==> src/rtl/miniled_pkg.sv <==
// Shared definitions for the mini-LED SDBP frame writer: pattern mode encodings,
// default frame timing and a width helper.
package miniled_pkg;

    typedef enum logic [1:0] {
        MODE_ALL   = 2'd0,
        MODE_RUN   = 2'd1,
        MODE_HALF  = 2'd2,
        MODE_THIRD = 2'd3
    } mode_e;

    localparam int unsigned DEF_CFG_DLY      = 2500;
    localparam int unsigned DEF_FRAME_PERIOD = 420000;
    localparam int unsigned DEF_WR_START     = 4;

    // Counter width able to hold 0..n-1, never narrower than one bit.
    function automatic int unsigned cnt_width(input int unsigned n);
        return (n > 1) ? $clog2(n) : 1;
    endfunction

endpackage

==> src/rtl/miniled_pattern_gen.sv <==
// Combinational brightness-pattern generator: maps the write address, group
// position and running-light position to the data word for the current mode.
module miniled_pattern_gen
    import miniled_pkg::*;
#(
    parameter int unsigned ADDR_W = 10,
    parameter int unsigned DATA_W = 16,
    parameter int unsigned GROUP  = 24,
    parameter int unsigned GW     = 5
) (
    input  mode_e             mode_q,
    input  logic [DATA_W-1:0] level_q,
    input  logic [ADDR_W-1:0] addr,
    input  logic [GW-1:0]     grp,
    input  logic [ADDR_W-1:0] pos,
    output logic [DATA_W-1:0] data
);

    localparam logic [GW-1:0] GRP_HALF    = GW'(GROUP / 2);
    localparam logic [GW-1:0] GRP_THIRD   = GW'(GROUP / 3);
    localparam logic [GW-1:0] GRP_2THIRDS = GW'((2 * GROUP) / 3);

    always_comb begin
        data = '0;
        case (mode_q)
            MODE_ALL: data = level_q;
            MODE_RUN: data = (addr == pos) ? level_q : '0;
            MODE_HALF: data = (grp < GRP_HALF) ? level_q : '0;
            MODE_THIRD: begin
                if (grp < GRP_THIRD)
                    data = level_q;
                else if (grp < GRP_2THIRDS)
                    data = level_q >> 1;
                else
                    data = '0;
            end
            default: data = '0;
        endcase
    end

endmodule

==> src/rtl/miniled_frame_writer.sv <==
// SDBP frame writer: waits out the register-configuration delay, then per frame
// pulses sdbpflag and streams one brightness write per LED into the driver RAM.
module miniled_frame_writer
    import miniled_pkg::*;
#(
    parameter int unsigned N_LED        = 360,
    parameter int unsigned ADDR_W       = 10,
    parameter int unsigned DATA_W       = 16,
    parameter int unsigned CFG_DLY      = DEF_CFG_DLY,
    parameter int unsigned FRAME_PERIOD = DEF_FRAME_PERIOD,
    parameter int unsigned FLAG_LEN     = 29,
    parameter int unsigned WR_START     = DEF_WR_START,
    parameter int unsigned HOLD_FRAMES  = 20,
    parameter int unsigned GROUP        = 24
) (
    input  logic              clk,
    input  logic              rst_n,
    input  logic [1:0]        mode,
    input  logic [DATA_W-1:0] level,
    output logic              ready,
    output logic              sdbpflag,
    output logic              wtwe,
    output logic [ADDR_W-1:0] wtaddr,
    output logic [DATA_W-1:0] wtdina,
    output logic              frame_done
);

    localparam int unsigned CW = cnt_width(CFG_DLY);
    localparam int unsigned FW = cnt_width(FRAME_PERIOD);
    localparam int unsigned GW = cnt_width(GROUP);
    localparam int unsigned HW = cnt_width(HOLD_FRAMES);

    localparam logic [CW-1:0]     CFG_LAST   = CW'(CFG_DLY - 1);
    localparam logic [FW-1:0]     FRAME_LAST = FW'(FRAME_PERIOD - 1);
    localparam logic [FW-1:0]     FLAG_LO    = FW'(1);
    localparam logic [FW-1:0]     FLAG_HI    = FW'(FLAG_LEN);
    localparam logic [FW-1:0]     WR_LO      = FW'(WR_START);
    localparam logic [FW-1:0]     WR_HI      = FW'(WR_START + N_LED - 1);
    localparam logic [FW-1:0]     DONE_AT    = FW'(WR_START + N_LED);
    localparam logic [GW-1:0]     GROUP_LAST = GW'(GROUP - 1);
    localparam logic [HW-1:0]     HOLD_LAST  = HW'(HOLD_FRAMES - 1);
    localparam logic [ADDR_W-1:0] POS_LAST   = ADDR_W'(N_LED - 1);

    logic [CW-1:0]     cfg_cnt;
    logic [FW-1:0]     fcnt;
    mode_e             mode_q;
    logic [DATA_W-1:0] level_q;
    logic [GW-1:0]     grp;
    logic [HW-1:0]     hcnt;
    logic [ADDR_W-1:0] pos;

    logic              in_win;
    logic [GW-1:0]     grp_cur;
    logic [ADDR_W-1:0] addr_nxt;
    logic [DATA_W-1:0] pat_data;

    // grp_cur is the group position of the write being prepared this cycle;
    // forcing 0 at the first write avoids a separate clear before the window.
    always_comb begin
        in_win   = ready && (fcnt >= WR_LO) && (fcnt <= WR_HI);
        grp_cur  = (fcnt == WR_LO) ? '0 : grp;
        addr_nxt = ADDR_W'(fcnt - WR_LO);
    end

    miniled_pattern_gen #(
        .ADDR_W (ADDR_W),
        .DATA_W (DATA_W),
        .GROUP  (GROUP),
        .GW     (GW)
    ) u_pattern (
        .mode_q  (mode_q),
        .level_q (level_q),
        .addr    (addr_nxt),
        .grp     (grp_cur),
        .pos     (pos),
        .data    (pat_data)
    );

    always_ff @(posedge clk or negedge rst_n) begin
        if (!rst_n) begin
            cfg_cnt    <= '0;
            ready      <= 1'b0;
            fcnt       <= '0;
            mode_q     <= MODE_ALL;
            level_q    <= '0;
            grp        <= '0;
            hcnt       <= '0;
            pos        <= '0;
            sdbpflag   <= 1'b0;
            wtwe       <= 1'b0;
            wtaddr     <= '0;
            wtdina     <= '0;
            frame_done <= 1'b0;
        end else begin
            if (!ready) begin
                if (cfg_cnt == CFG_LAST)
                    ready <= 1'b1;
                else
                    cfg_cnt <= cfg_cnt + 1'b1;
            end

            if (ready)
                fcnt <= (fcnt == FRAME_LAST) ? '0 : fcnt + 1'b1;

            if (ready && (fcnt == '0)) begin
                mode_q  <= mode_e'(mode);
                level_q <= level;
            end

            sdbpflag   <= ready && (fcnt >= FLAG_LO) && (fcnt <= FLAG_HI);
            wtwe       <= in_win;
            wtaddr     <= in_win ? addr_nxt : '0;
            wtdina     <= in_win ? pat_data : '0;
            frame_done <= ready && (fcnt == DONE_AT);

            if (in_win)
                grp <= (grp_cur == GROUP_LAST) ? '0 : grp_cur + 1'b1;

            // Sweep advances in every mode so switching to MODE_RUN resumes it.
            if (frame_done) begin
                if (hcnt == HOLD_LAST) begin
                    hcnt <= '0;
                    pos  <= (pos == POS_LAST) ? '0 : pos + 1'b1;
                end else begin
                    hcnt <= hcnt + 1'b1;
                end
            end
        end
    end

endmodule
==> config.mk <==
export PLATFORM = sky130hd
export DESIGN_NAME = miniled_frame_writer
export DESIGN_NICKNAME = d
export VERILOG_FILES = /design/src/rtl/miniled_pkg.sv /design/src/rtl/miniled_pattern_gen.sv /design/src/rtl/miniled_frame_writer.sv
export SDC_FILE = /design/constraint.sdc
export NUM_CORES = 1
export LEC_CHECK = 0
export CORE_UTILIZATION = 50
export DETAILED_ROUTE_END_ITERATION = 10
export GPL_TIMING_DRIVEN = 0
export MAX_ROUTING_LAYER = met4
export PLACE_DENSITY = 0.79
export SETUP_SLACK_MARGIN = 0.4
export SLEW_MARGIN = 20
export SYNTH_ARGS = -nofsm -noshare
export SYNTH_HDL_FRONTEND = slang
export SYNTH_HIERARCHICAL = 1
export SYNTH_SLANG_ARGS = --single-unit
==> constraint.sdc <==
create_clock -name clk -period 8.1 [get_ports clk]
set_clock_uncertainty 0.15 [all_clocks]
set_input_delay 2.43 -clock clk [delete_from_list [all_inputs] [get_ports clk]]
set_output_delay 2.43 -clock clk [all_outputs]
set_load 0.02 [all_outputs]
# After elaboration in Yosys (flattened, before gate mapping)
# Cells that the tools add are included.
[word_totals]
ff_bits = 99
[op_classes]
n_addsub = 6
order_cmp = 7
n_eq_ne = 11
mux = 14
bitwise = 2
reduce_logical = 10
[op_table]
columns = ["op", "count"]
rows = [
  ["$mux 16", 4],
  ["$pmux 16 s4", 1],
  ["$mux 10", 2],
  ["$add 19x1->19 const B", 1],
  ["$eq 19x19->1 const B", 1],
  ["$eq 19x3->1 const B", 1],
  ["$eq 19x9->1 const B", 1],
  ["$ge 19x1->1 const B", 1],
  ["$ge 19x3->1 const B", 1],
  ["$le 19x5->1 const B", 1],
  ["$le 19x9->1 const B", 1],
  ["$logic_not 19->1", 1],
  ["$mux 19", 1],
  ["$mux 15", 1],
  ["$mux 5", 3],
  ["$add 12x1->12 const B", 1],
  ["$eq 12x12->1 const B", 1],
  ["$add 10x1->10 const B", 1],
  ["$add 5x1->5 const B", 2],
  ["$eq 10x10->1", 1],
  ["$eq 10x9->1 const B", 1],
  ["$eq 5x5->1 const B", 2],
  ["$lt 5x4->1 const B", 2],
  ["$sub 10x3->10 const B", 1],
  ["8 further kinds", 17],
]

# Longest topological paths before layout
# Gate-level depths: netlist of run 1.
[depth]
depth_word = 7
mapped_depth = 12
ltp_nobuf = 10

# By module
# Netlist of run 1, hierarchy kept.
[modules_own_cells]
columns = ["mod", "n_inst", "cells_per_inst", "area_each_um2", "seq_area_each_um2"]
rows = [
  ["miniled_frame_writer", 1, 396, 4496.8, 2477.4],
  ["miniled_pattern_gen", 1, 39, 329.1, 0.0],
]

# Least setup slack after synthesis of run 1
# Ideal clock, no wire load.
[synth_timing]
path_kind = "register to output"
startpoint = "reg ready"
endpoint = "out ready"
arrival_ps = 543
t_required_ps = 5520
path_slack_ps = 4977
path_stages_with_launch = 1
n_path_buf = 0
cell_sequence = "dfrtp_1"
[synth_lines]
columns = ["item", "line", "text"]
rows = [
  ["start: declaration", "miniled_frame_writer.sv:20", "output logic ready,"],
  ["start signal: assignment", "miniled_frame_writer.sv:82", "ready <= 1'b0;"],
  ["start signal: assignment", "miniled_frame_writer.sv:97", "ready <= 1'b1;"],
]
# No word-level cell between the ends.

# Final worst setup path of run 1
[layout_timing]
startpoint = "reg ready"
endpoint = "out ready"
# No word-level cell between the ends.

==> impl_metrics.tcl, run 1 <==
set metrics [dict create \
    ant_nets 0 \
    cts_root_buf "clkbuf_8" \
    synth.distinct_cells 52 \
    synth_area_per_cell_um2 11.1 \
    dp_slack_ns 4.32 \
    wl_per_cell_um 14.4 \
    syn_nets 467 \
    ff_latch_area_um2 2480 \
    switching_power_w 0.000195 \
    synth_warnings 6 \
    htreeDepth 3 \
    grt_pass1_wl_um 15400 \
    setup_viol 0 \
    fin_setup_tns_ns 0 \
    crit_chain "clkdlybuf4s50_1" \
    synth_top_area_share_pct 51.3 \
    max_stage_delay_ns 0.68 \
    p_leak_nw 2.56 \
    fp-row-count 35 \
    power_frac_seq_pct 60.7 \
    clkLatencyLatePin_ns 0.36 \
    drt_pass1_iterations 4 \
    grt_overflow 0 \
    status "finished, final reports clean" \
    area_growth_pct 17.9 \
    critical-path-slowest-cell "clkdlybuf4s50_1" \
    cts_tree "built" \
    path_max_fanout 7 \
    ys_ff_latch 99 \
    dieHeight_um 100 \
    cts.clk_slew.worst_paths_ns 0.09 \
    final_cell_mix "dfrtp_1, clkdlybuf4s50_1, and2_1" \
    maxSlewViolCount 0 \
    syn_inst 435 \
    rsz0062_at_grt "false" \
    cp.arrival_ns 1.61 \
    fillers 786 \
    synth_enable_flop_cells 0 \
    drive_gt1_share_pct 10.8 \
    crit_type "reg -> out" \
    initial_core_util_pct 52.0 \
    post-route-period-util_pct 51.7 \
    peakVddDrop_uv 69.6 \
    critPathTopFamily "buffers and inverters" \
    tightest_slew_ns 0.782 \
    fin_crit_ns 4.19 \
    p_per_area_nw_per_um2 145 \
    worst_slack_ns 3.91 \
    routed_wl_um 9050 \
    drc 0 \
    fin_nets 528 \
    comb_power_share_pct 3.9 \
    synth_area_leaders "dfrtp_1, xnor2_1, mux2_2" \
    gp_congestion 0.860 \
    synthArstFlopShare_pct 100 \
    max_freq_ghz 0.239 \
    cts_sinks 99 \
    diodes 0 \
    start_kind "flop" \
    ctsResizeCount 0 \
    num_vias 3367 \
    synth_top_cell_by_area "dfrtp_1" \
    holdBufCountCts 0 \
    switching_share_pct 23.6 \
    power.clock.fraction_pct 35.4 \
    p_int_w 0.000632 \
    vias_per_cell 5.34 \
    multi_input_area_um2 2200 \
    cts_setup_buffers 0 \
    stdcell_area_um2 5690 \
    drt_iter0_markers 136 \
    clk_path_buf_depth 2 \
    synth.yosys.seq_area_share_pct 51.3 \
    maxCapViolations 0 \
    end_kind "output port" \
    antenna_found_initial 0 \
    cts_buffers 9 \
    dieArea_um2 10000 \
    io_pins 50 \
    path_buf_inv 1 \
    hold_path_class "reg -> reg" \
    max_slew_margin_pct 47.4 \
    core_area_um2 9280 \
    grt_use_total_pct 20.1 \
    synthesis.area_um2 4830 \
    port_buffers 49 \
    hpwl_um 6720 \
    grt_max_degree 76 \
    required_ns 5.52 \
    timing.final.hold_violations 0 \
    synthFlopType "dfrtp_1" \
    grt_pass1_vias 3289 \
    dpl_cell_area_um2 5510 \
    final_common_cell "dfrtp_1" \
    die_x_um 100 \
    utilization_pct 61.3 \
]
==> synth_stat cells (2+ instances only) <==
cell and number:
a211oi_1 3, a21o_1 4, a21oi_1 4, a22o_1 16, and2_1 35, and3_1 5, and4_1 2, buf_6 3
clkbuf_1 11, dfrtp_1 99, ha_1 12, inv_1 15, mux2_2 20, mux2i_1 2, nand2_1 26, nand2b_1 2
nand3_1 16, nand4_1 11, nand4b_1 3, nor2_1 33, nor3_1 10, nor3b_1 3, nor4_1 9, nor4b_1 2
o21ai_0 6, or2_2 2, or3_1 4, or3_4 2, or4_1 2, xnor2_1 34, xor2_1 18
==> layer usage <==
metal / part of all wire (%) / wire, um / up-vias / track usage, %
met1: 46 / 4180 / 1638 / 24.7
li1: - / - / 1631 / -
met3: 4.0 / 361 / 15 / 4.18
met4: 1.7 / 155 / 0 / 7.80
met2: 48 / 4350 / 83 / 32.8
met5: 0 / 0 / - / -
==> power groups by stage <==
stage	clock network [W]	logic [W]	registers (W)
after detailed placement	0	0.0000334	0.000512
after floorplan	0	0.0000108	0.000511
final	0.000292	0.0000325	0.000502
after global placement	0	0.0000309	0.000512
after CTS	0.000303	0.0000336	0.000502
after global routing	0.000321	0.0000364	0.000503
==> final timing paths <==
check / cells after the start / slack [ns] / start / end
max in group asynchronous: 2 / 5.43 / rst_n / fcnt[0]
hold reg to reg: 1 / 0.34 / cfg_cnt[11] / cfg_cnt[11]
setup / recovery: 1 / 3.91 / ready / ready
min in group asynchronous: 1 / 1.76 / rst_n / hcnt[4]
hold / removal: 1 / 0.34 / cfg_cnt[11] / cfg_cnt[11]
setup reg to reg: 10 / 4.74 / fcnt[6] / wtdina[4]
==> kinds of logic after synthesis <==
family	share of synthesized area (%)
mux	5.32
buf+inv	3.06
compound gates	7.42
xor+xnor	9.44
flops	51.3
simple gates	20.3
fa+ha+maj	3.11
==> sequential cells by signal, summed over array words and instances, names as in the netlist <==
name and flops:
sdbpflag 1, wtaddr 10, fcnt 19, ready 1
wtdina 16, mode_q 2, grp 5, cfg_cnt 12
level_q 16, hcnt 5, wtwe 1, pos 10
frame_done 1
==> final cells by class <==
cell class / count / share of cell area [%]
Clock buffer: 9 / 2.18
Sequential cell: 99 / 43.5
Tap cell: 129 / 2.84
Inverter: 17 / 1.21
Buffer: 15 / 1.39
Timing Repair Buffer: 50 / 9.13
Clock inverter: 7 / 1.03
Multi-Input combinational cell: 304 / 38.7
==> per-stage QoR <==
step	hold slack, ns	total power (W)	std cells
floorplan	0.284	0.000522	435
global placement	0.314	0.000543	613
detailed placement	0.320	0.000545	614
CTS	0.340	0.000839	630
global route	0.349	0.000860	630
finish	0.335	0.000827	630
Power figures use the tool's default switching activity.
==> inputs of run 2 (changes only) <==
==> constraint.sdc (replaced) <==
create_clock -name clk -period 4.2 [get_ports clk]
set_clock_uncertainty 0.15 [all_clocks]
set_input_delay 1.26 -clock clk [delete_from_list [all_inputs] [get_ports clk]]
set_output_delay 1.26 -clock clk [all_outputs]
set_load 0.02 [all_outputs]
==> results of run 2 <==
The final DEF is identical to that of run 1. Status: finished, final reports clean.
Main changes from that run: setup slack after placement 4.32 ns -> 0.891 ns; clock-pin slew on the worst setup and hold paths 0.09 ns -> 0.10 ns; setup slack after layout 3.91 ns -> 0.844 ns; start point of the critical path ready -> fcnt[6]; end point of the critical path ready -> wtdina[4]; register-to-register setup slack 4.74 ns -> 0.84 ns; total power 0.000827 W -> 0.00159 W; worst IR drop on VDD 69.6 uV -> 134 uV
==> inputs of run 3 (changes only) <==
==> constraint.sdc (replaced) <==
create_clock -name clk -period 3.4 [get_ports clk]
set_clock_uncertainty 0.15 [all_clocks]
set_input_delay 1.02 -clock clk [delete_from_list [all_inputs] [get_ports clk]]
set_output_delay 1.02 -clock clk [all_outputs]
set_load 0.02 [all_outputs]
==> run 3 against run 2 <==
Count of clock-buffer cells in the layout did not move; non-clock buffer count up 4; final cell count grew 0.63%; register-to-register slack lost 0.38 ns; hold slack gained 0.0019 ns; global-route usage rose by 0.22 points; via count is 0.53% higher; die area unchanged.
==> impl_metrics.tcl, run 3 (synthesis results as in run 1) <==
set metrics [dict create \
    status "finished, final reports clean" \
    htreeDepth 3 \
    start_kind "flop" \
    tightest_slew_ns 0.774 \
    r2r_start "fcnt[16]" \
    power_w 0.00198 \
    max_slew_margin_pct 47.9 \
    ff2ff_setup_slack_ns 0.47 \
    final_cell_mix "dfrtp_1, clkdlybuf4s50_1, and2_1" \
    drc 0 \
    p_leak_nw 2.60 \
    cts_root_buf "clkbuf_8" \
    cts_buffers 9 \
    drt_iter0_markers 173 \
    critical-path-slowest-cell "or4_4" \
    die_x_um 100 \
    final_common_cell "dfrtp_1" \
    cts_sinks 99 \
    end_kind "flop" \
    clkLatencyLatePin_ns 0.37 \
    critPathTopFamily "simple AND/OR/NAND/NOR gates" \
    routed_wl_um 9210 \
    fp-row-count 35 \
    fin_nets 532 \
    largest_reg_flops 19 \
    largestRegisters "fcnt (19), level_q (16), wtdina (16)" \
    timing.rr.end "level_q[11]" \
    wl_per_cell_um 14.5 \
    diodes 0 \
    hold_path_class "in -> async" \
    vias_per_cell 5.34 \
    ant_nets 0 \
    port_buffers 49 \
    core_area_um2 9280 \
    drt_pass1_iterations 4 \
    max_freq_ghz 0.341 \
    maxCapViolations 0 \
    dieArea_um2 10000 \
    post-route-period-util_pct 86.3 \
    peakVddDrop_uv 165 \
    cts_tree "built" \
    drive_gt1_share_pct 13.5 \
    fillers 774 \
    timing.final.hold_violations 0 \
    cp.arrival_ns 3.04 \
    area_growth_pct 19.4 \
    crit_chain "or4_4 > nor4b_4 > buf_4 > nand4_2 > clkbuf_1 > mux2_2" \
    grt_pass1_vias 3332 \
    rsz0062_at_grt "false" \
    hpwl_um 6720 \
    p_per_area_nw_per_um2 343 \
    initial_core_util_pct 52.0 \
    utilization_pct 62.1 \
    grt_max_degree 76 \
    max_stage_delay_ns 0.57 \
    io_pins 50 \
    grt_use_total_pct 20.3 \
    grt_overflow 0 \
    grt_pass1_wl_um 15500 \
    gp_congestion 0.860 \
    required_ns 3.50 \
    regMostFlops "fcnt" \
    worst_slack_ns 0.467 \
    dp_slack_ns 0.0905 \
    cts.clk_slew.worst_paths_ns 0.10 \
    path_max_fanout 10 \
    path_buf_inv 2 \
    maxSlewViolCount 0 \
    num_vias 3385 \
    clk_path_buf_depth 2 \
    reg2reg_depth 6 \
    crit_type "reg -> reg" \
    dieHeight_um 100 \
    setup_viol 0 \
    antenna_found_initial 0 \
    fin_crit_ns 2.93 \
]
==> run 3: changes by cell type in the layout (fill, tap and decap cells not counted), sizes merged <==
cell | previous run | this run
buf | 6 | 11
clkbuf | 20 | 19
==> run 3: final cells by class <==
cell class	count	area, um2	share of cell area (%)
plain buffers	15	85.1	1.48
clock inverters	7	58.8	1.02
inverters	17	68.8	1.19
repair buffers	54	549	9.53
well taps	129	161	2.80
flip-flops and latches	99	2480	43.0
clock buffers	9	124	2.15
multi-input cells	304	2240	38.8
==> run 3: worst reg2reg max path: cells and delay by family, from the launching register on <==
family / cells / cell delay [ns]
flops: 1 / 0.44
mux: 1 / 0.37
buf+inv: 2 / 0.58
simple gates: 3 / 1.29
==> run 3: how the worst max path moves through the flow <==
stage                        start     endpoint  slack, ns  cells after the start
after CTS                  fcnt[2]    wtdina[4]       0.41                     13
after floorplan           fcnt[15]    wtdina[3]       0.53                      9
after detailed placement  fcnt[15]    wtdina[4]       0.09                      9
after global routing      fcnt[16]    wtdina[4]       0.35                     11
final                     fcnt[16]  level_q[11]       0.47                      6
after global placement       rst_n   cfg_cnt[9]      -2.33                      1
==> run 3: timing repair <==
| item | 4_1_cts | 5_1_grt |
|---|---|---|
| hold buffers | 0 | 0 |
| endpoints found under the setup margin | 16 | 24 |
| gates cloned | 0 | 0 |
| gates resized for setup | 6 | 8 |
| pin swaps | 2 | 0 |
| buffers inserted | 3 | 1 |
==> run 3: power by group <==
| part | total [W] | leakage (nW) | switching, W | internal (W) |
|---|---|---|---|---|
| clock | 0.000699 | 0.0868 | 0.000423 | 0.000276 |
| combinational | 0.0000806 | 1.18 | 0.0000364 | 0.0000442 |
| sequential | 0.00120 | 1.33 | 0.00000889 | 0.00119 |
| total | 0.00198 | 2.60 | 0.000468 | 0.00151 |
==> run 3: per-layer routing <==
| metal | routed length, um | vias to the layer above | global-route usage, % |
|---|---|---|---|
| li1 | - | 1640 | - |
| met4 | 159 | 0 | 8.14 |
| met1 | 4210 | 1666 | 24.9 |
| met3 | 345 | 16 | 4.11 |
| met5 | 0 | - | - |
| met2 | 4500 | 63 | 33.1 |
==> run 3: stage by stage <==
| step | cell area [um2] | cells | TNS (ns) | hold WS [ns] |
|---|---|---|---|---|
| 2_1_floorplan | 4830 | 435 | 0 | 0.284 |
| 3_3_place_gp | 5480 | 613 | -229.74 | 0.314 |
| 3_5_place_dp | 5510 | 614 | 0 | 0.320 |
| 4_1_cts | 5730 | 633 | 0 | 0.340 |
| 5_1_grt | 5760 | 634 | 0 | 0.346 |
| 6_report | 5760 | 634 | 0 | 0.337 |
